## config.mk

```make
export PLATFORM = sky130hd
export DESIGN_NAME = in_req_unit
export DESIGN_NICKNAME = d
export VERILOG_FILES = /design/src/rtl/in_req_unit_pkg.sv /design/src/rtl/in_req_unit_pkt_fifo.sv /design/src/rtl/in_req_unit.sv
export SDC_FILE = /design/constraint.sdc
export NUM_CORES = 1
export LEC_CHECK = 0
export ABC_AREA = 1
export CAP_MARGIN = 20
export CORE_ASPECT_RATIO = 1.75
export CORE_MARGIN = 2
export CORE_UTILIZATION = 52
export DETAILED_ROUTE_END_ITERATION = 8
export PLACE_DENSITY_LB_ADDON = 0.12
export SLEW_MARGIN = 20
export SYNTH_ARGS = -nofsm -noshare
export SYNTH_HDL_FRONTEND = slang
export SYNTH_SLANG_ARGS = --single-unit
```

## constraint.sdc

```tcl
create_clock -name clk -period 9.44 [get_ports clk]
set_clock_uncertainty 0.1 [all_clocks]
set_input_delay 0.944 -clock clk [delete_from_list [all_inputs] [get_ports clk]]
set_output_delay 0.944 -clock clk [all_outputs]
set_load 0.02 [all_outputs]
```

## src/rtl/in_req_unit_pkg.sv

```systemverilog
// Shared router constants, the requester FSM state type and the one-hot
// destination decoder used by in_req_unit.
package in_req_unit_pkg;

   localparam int unsigned PKT_W    = 64;
   localparam int unsigned NUM_OUT  = 8;
   localparam int unsigned DEST_LSB = 48;
   localparam int unsigned DEST_W   = $clog2(NUM_OUT);

   // Widest request vector oh_decode can produce; callers slice it down.
   localparam int unsigned OH_MAX   = 64;

   typedef enum logic {
      ST_EMPTY = 1'b0,   // no buffered packet, no request
      ST_REQ   = 1'b1    // head packet present, request held
   } req_state_e;

   // One-hot of idx within an n-wide vector; all zeros when idx is out of range.
   function automatic logic [OH_MAX-1:0] oh_decode(input int unsigned idx,
                                                   input int unsigned n);
      logic [OH_MAX-1:0] v;
      v = {{(OH_MAX-1){1'b0}}, 1'b1} << idx;
      if (!(idx < n && idx < OH_MAX)) begin
         v = '0;
      end
      return v;
   endfunction

endpackage

```

## src/rtl/in_req_unit_pkt_fifo.sv

```systemverilog
// Packet FIFO: DEPTH x W storage with read/write pointers and an occupancy
// count. The head entry is presented combinationally on o_rdata.
//  clk      in   rising-edge clock
//  reset    in   asynchronous active-low reset (pointers and count only)
//  i_push   in   write i_wdata at the tail (ignored when full)
//  i_pop    in   drop the head entry (ignored when empty)
//  i_wdata  in   W-bit write data
//  o_rdata  out  W-bit head entry
//  o_count  out  number of stored entries
//  o_full   out  count == DEPTH
//  o_empty  out  count == 0
module pkt_fifo #(
   parameter int unsigned W     = 64,
   parameter int unsigned DEPTH = 2
) (
   input  logic                     clk,
   input  logic                     reset,
   input  logic                     i_push,
   input  logic                     i_pop,
   input  logic [W-1:0]             i_wdata,
   output logic [W-1:0]             o_rdata,
   output logic [$clog2(DEPTH):0]   o_count,
   output logic                     o_full,
   output logic                     o_empty
);

   localparam int unsigned PTR_W = $clog2(DEPTH);
   localparam int unsigned CNT_W = PTR_W + 1;
   localparam logic [CNT_W-1:0] FULL_CNT = CNT_W'(DEPTH);

   logic [W-1:0]     r_mem [DEPTH];
   logic [PTR_W-1:0] r_rd_ptr;
   logic [PTR_W-1:0] r_wr_ptr;
   logic [CNT_W-1:0] r_count;
   logic             w_push;
   logic             w_pop;

   assign o_full  = (r_count == FULL_CNT);
   assign o_empty = (r_count == '0);
   assign o_count = r_count;
   assign o_rdata = r_mem[r_rd_ptr];

   assign w_push = i_push & ~o_full;
   assign w_pop  = i_pop  & ~o_empty;

   // DEPTH is a power of two, so pointer increment wraps DEPTH-1 -> 0 naturally.
   always_ff @(posedge clk or negedge reset) begin
      if (!reset) begin
         r_rd_ptr <= '0;
         r_wr_ptr <= '0;
         r_count  <= '0;
      end else begin
         if (w_push) r_wr_ptr <= r_wr_ptr + 1'b1;
         if (w_pop)  r_rd_ptr <= r_rd_ptr + 1'b1;
         case ({w_push, w_pop})
            2'b10:   r_count <= r_count + 1'b1;
            2'b01:   r_count <= r_count - 1'b1;
            default: r_count <= r_count;
         endcase
      end
   end

   always_ff @(posedge clk) begin
      if (w_push) r_mem[r_wr_ptr] <= i_wdata;
   end

endmodule

```

## src/rtl/in_req_unit.sv

```systemverilog
// Requester end of the output-port arbitration interface (one per router
// input port). Buffers packets, decodes the head packet's destination into a
// one-hot request, pops the head on the granting edge, counts stall cycles
// and flags grant protocol violations.
//  clk       in   rising-edge clock
//  reset     in   asynchronous active-low reset
//  in_valid  in   upstream packet present
//  in_ready  out  FIFO can accept a packet
//  in_data   in   upstream packet
//  req_out   out  one-hot request, bit k to arbiter k
//  gnt_in    in   this port's grant bit from each arbiter
//  out_valid out  head packet transferred this cycle
//  out_data  out  head packet (0 when empty)
//  stall_cnt out  cycles the current head has waited ungranted (saturating)
//  gnt_err   out  sticky protocol-violation flag
module in_req_unit #(
   parameter int unsigned PKT_W    = in_req_unit_pkg::PKT_W,
   parameter int unsigned DEPTH    = 2,
   parameter int unsigned NUM_OUT  = in_req_unit_pkg::NUM_OUT,
   parameter int unsigned DEST_LSB = in_req_unit_pkg::DEST_LSB,
   parameter int unsigned CNT_W    = 8
) (
   input  logic               clk,
   input  logic               reset,
   input  logic               in_valid,
   output logic               in_ready,
   input  logic [PKT_W-1:0]   in_data,
   output logic [NUM_OUT-1:0] req_out,
   input  logic [NUM_OUT-1:0] gnt_in,
   output logic               out_valid,
   output logic [PKT_W-1:0]   out_data,
   output logic [CNT_W-1:0]   stall_cnt,
   output logic               gnt_err
);

   import in_req_unit_pkg::*;

   localparam int unsigned DW  = $clog2(NUM_OUT);
   localparam int unsigned CW  = $clog2(DEPTH) + 1;
   localparam logic [CW-1:0]    COUNT_ONE = CW'(1);
   localparam logic [CNT_W-1:0] STALL_MAX = '1;

   logic               w_push;
   logic               w_pop;
   logic               w_full;
   logic               w_empty;
   logic [PKT_W-1:0]   w_head;
   logic [CW-1:0]      w_count;
   logic [DW-1:0]      w_dest;
   logic [OH_MAX-1:0]  w_oh_full;
   logic [NUM_OUT-1:0] w_req;
   logic               w_dest_bad;
   logic               w_gnt_stray;
   logic               w_gnt_multi;
   req_state_e         r_state;
   req_state_e         w_state_nxt;
   logic [CNT_W-1:0]   r_stall;
   logic               r_gnt_err;

   pkt_fifo #(
      .W     (PKT_W),
      .DEPTH (DEPTH)
   ) u_fifo (
      .clk     (clk),
      .reset   (reset),
      .i_push  (w_push),
      .i_pop   (w_pop),
      .i_wdata (in_data),
      .o_rdata (w_head),
      .o_count (w_count),
      .o_full  (w_full),
      .o_empty (w_empty)
   );

   // Registered state only: no path from gnt_in, and a full FIFO refuses a
   // push even when the head is popping in the same cycle.
   assign in_ready = ~w_full;
   assign w_push   = in_valid & ~w_full;

   assign w_dest    = w_head[DEST_LSB +: DW];
   assign w_oh_full = oh_decode(32'(w_dest), NUM_OUT);

   // Request is a function of registers only, so the arbiter sees no loop.
   assign w_req      = (r_state == ST_REQ) ? w_oh_full[NUM_OUT-1:0] : '0;
   assign w_dest_bad = (r_state == ST_REQ) && (w_oh_full[NUM_OUT-1:0] == '0);

   assign w_pop = |(gnt_in & w_req);

   assign w_gnt_stray = |(gnt_in & ~w_req);
   assign w_gnt_multi = |(gnt_in & (gnt_in - 1'b1));

   always_ff @(posedge clk or negedge reset) begin
      if (!reset) r_state <= ST_EMPTY;
      else        r_state <= w_state_nxt;
   end

   always_comb begin
      w_state_nxt = r_state;
      unique case (r_state)
         ST_EMPTY: if (w_push) w_state_nxt = ST_REQ;
         ST_REQ:   if (w_pop && (w_count == COUNT_ONE) && !w_push) w_state_nxt = ST_EMPTY;
         default:  w_state_nxt = ST_EMPTY;
      endcase
   end

   always_ff @(posedge clk or negedge reset) begin
      if (!reset) begin
         r_stall   <= '0;
         r_gnt_err <= 1'b0;
      end else begin
         if (w_pop || w_empty) begin
            r_stall <= '0;
         end else if ((|w_req) && (r_stall != STALL_MAX)) begin
            r_stall <= r_stall + 1'b1;
         end
         if (w_gnt_stray || w_gnt_multi || w_dest_bad) begin
            r_gnt_err <= 1'b1;
         end
      end
   end

   assign req_out   = w_req;
   assign out_valid = w_pop;
   assign out_data  = w_empty ? '0 : w_head;
   assign stall_cnt = r_stall;
   assign gnt_err   = r_gnt_err;

endmodule
```

==> impl_metrics.yaml <==
outcome:
  status: "completed"
final_layout:
  final_cell_mix: "clkdlybuf4s50_1 (157), nor2_1 (145), edfxtp_1 (128)"
  final_common_cell: "clkdlybuf4s50_1"
  nets: 723
  final_layout_size_suffix_gt1_frac: 0.08397
  utilization: 0.7395
  area_growth_pct: 40.08
  nFillCells: 752
  antennaDiodeCount: 0
  final_cells: 787
hold_path:
  min_path_cells: 2
  hp-start: "gnt_err"
  min_to: "gnt_err"
  hold_path.class: "reg2reg"
timing:
  timing.hold.ws_ns: 0.3660
  slew_viol_final: 0
  fin_setup_tns_ns: 0
  max_freq_mhz: 230.9
  setup_viol: 0
  slew_headroom: 0.4222
  period_minus_slack_ns: 4.332
  timing.final.crit_share: 0.4589
  rsz0062_at_grt: "false"
  tightest_slew_ns: 0.8667
  hold_viol_final: 0
grt:
  overflow: 0
  grt_first_pass_wirelength_um: 20510
  grt.total_usage: 0.2224
  antenna_found_initial: 0
  grt_max_degree: 70
  grt_pass1_vias: 4180
floorplanning:
  start_util: 0.5279
  die_w_um: 83.80
  ios: 158
  floorplan.die.height_um: 143.6
  placeableCoreArea_mm2: 0.01098
  dieArea_mm2: 0.01204
  rows: 51
synth:
  synthesis.nets: 563
  synth_cells: 483
  synth_area_mm2: 0.005794
  synth-seq-cells: 142
  syn_area_per_cell_um2: 12.00
  yosysSeqAreaShare: 0.7238
  ys_warn_count: 0
  synth_cell_types: 23
worst_setup_path:
  cp_data_arrival_time_ns: 3.29
  r2r_cells: 14
  worstSetupPathType: "reg2out"
  crit_required_ns: 8.40
  r2r_end: "u_fifo.o_count[1]"
  r2r_setup_slack_ns: 6.37
  crit_path_end_kind: "output port"
  cp_max_fo: 69
  start_kind: "flip-flop"
  r2r-start: "u_fifo.r_rd_ptr"
power_and_ir_drop:
  p_seq_frac: 0.301
  leakagePower_nw: 3.043
  clkPwrFrac: 0.236
  p_per_area_mw_per_mm2: 367.9
  p_comb_frac: 0.463
  peakVddDrop_mv: 0.2777
  p_sw_frac: 0.3775
  internal-power_mw: 1.859
  switchingPower_mw: 1.127
cts:
  cts-root-buf: "clkbuf_16"
  clk_latency_ns: 0.41
  post_cts_resized: 0
  hold_buffers: 0
  htreeDepth: 4
  clock-sinks: 142
  clkTransAtPathRegs_ns: 0.05
  postCtsSetupBuffers: 0
  cts_buffers: 17
  cts_tree: "built"
  cts_max_path_buffers: 2
detailed_routing:
  vias: 4129
  drtAntennaViolNets: 0
  drtIter0Drc: 178
  wirelength_um: 12980
  wire_per_inst_um: 16.50
  via_per_inst: 5.247
  drt_pass1_iterations: 5
  drc_errors: 0
flow_run:
  max-cap-violations: 0
placed_design:
  place_inst: 756
  dpl.hpwl_um: 8151
  globalplace.congestion: 0.9588
  port_buffers: 157
-- worst max-delay path by stage --
stage | from | endpoint | slack (ns)
after CTS | u_fifo.r_rd_ptr | out_valid | 5.12
after detailed placement | u_fifo.r_rd_ptr | out_valid | 5.55
final | u_fifo.r_rd_ptr | out_valid | 5.11
after global routing | u_fifo.r_rd_ptr | out_valid | 4.88
after global placement | u_fifo.r_rd_ptr | out_valid | 5.26
after floorplan | in_valid | u_fifo.r_mem[0][0] | 5.10
-- state kept, by name, summed over array words and instances (netlist names) --
register	count
u_fifo.r_mem	128
stall_cnt	8
u_fifo.o_count	2
gnt_err	1
r_state	1
u_fifo.r_rd_ptr	1
u_fifo.r_wr_ptr	1
-- Yosys cell counts --
library cell,number,area (µm²)
nand4_1,2,12.51
xor2_1,6,52.55
xnor2_1,4,35.03
nand3_1,10,50.05
o21ai_0,69,345.3
clkinv_1,1,3.750
dfrtp_1,14,350.3
edfxtp_1,128,3844
buf_2,1,5.000
nand2_4,7,78.83
nand3_4,1,17.52
nand2_1,38,142.6
ha_1,5,62.56
nand2_2,4,25.02
nor2_4,1,11.26
buf_6,2,22.52
nor2_1,147,551.8
clkbuf_1,17,63.81
nor2_2,6,37.54
a21oi_2,1,8.760
and3_1,1,6.260
inv_2,1,3.750
inv_1,17,63.81
-- logic make-up after synthesis --
| group | count (synthesis) | share of synthesized area |
|---|---|---|
| and+or+nand+nor | 217 | 0.1611 |
| DFF | 142 | 0.7238 |
| AOI/OAI and AO/OA | 70 | 0.06111 |
| buffers and inverters | 39 | 0.02807 |
| xor gates and xnor gates | 10 | 0.01511 |
| adders and majority gates | 5 | 0.01080 |
-- through the flow --
step	power (mW)	area (µm²)	setup slack, ns
final	2.986	8117	5.108
after global routing	3.147	8117	4.881
after CTS	3.004	8117	5.119
after detailed placement	2.291	7488	5.550
after global placement	2.266	7486	5.259
after floorplan	1.700	5794	5.098
-- power groups by stage --
stage          clock network [mW]  registers [mW]  logic, mW
6_report                    0.706           0.898       1.38
2_1_floorplan                   0           0.912      0.787
5_1_grt                     0.742           0.909       1.50
3_5_place_dp                    0           0.908       1.38
3_3_place_gp                    0           0.899       1.37
4_1_cts                     0.715           0.897       1.39
-- area by class of cell --
class / count / area (µm²) / share of cell area
flip-flops and latches: 142 / 4195 / 0.5169
well taps: 132 / 165.2 / 0.02035
clock buffers: 20 / 436.7 / 0.05380
inverters: 19 / 73.82 / 0.009095
clock inverters: 11 / 191.4 / 0.02359
multi-input cells: 302 / 1453 / 0.1790
repair buffers: 161 / 1602 / 0.1973
-- per-layer routing --
metal | GRT usage | up-vias | share of wire
li1 | - | 1970 | -
met1 | 0.2515 | 1954 | 0.37
met2 | 0.3861 | 176 | 0.54
met3 | 0.05629 | 29 | 0.058
met4 | 0.1188 | 0 | 0.031
met5 | 0 | - | 0
-- critical path, cell delays in order (launching register included) --
cell	delay, ns
dfrtp_2	0.34
buf_4	0.54
inv_4	0.44
nand2_1	0.19
nand2_2	0.09
nor2_1	0.24
nand3_1	0.13
nand2_1	0.13
nor2_4	0.08
nand2_4	0.07
clkdlybuf4s50_1	0.60
No activity file was read; power rests on OpenSTA's default activity.
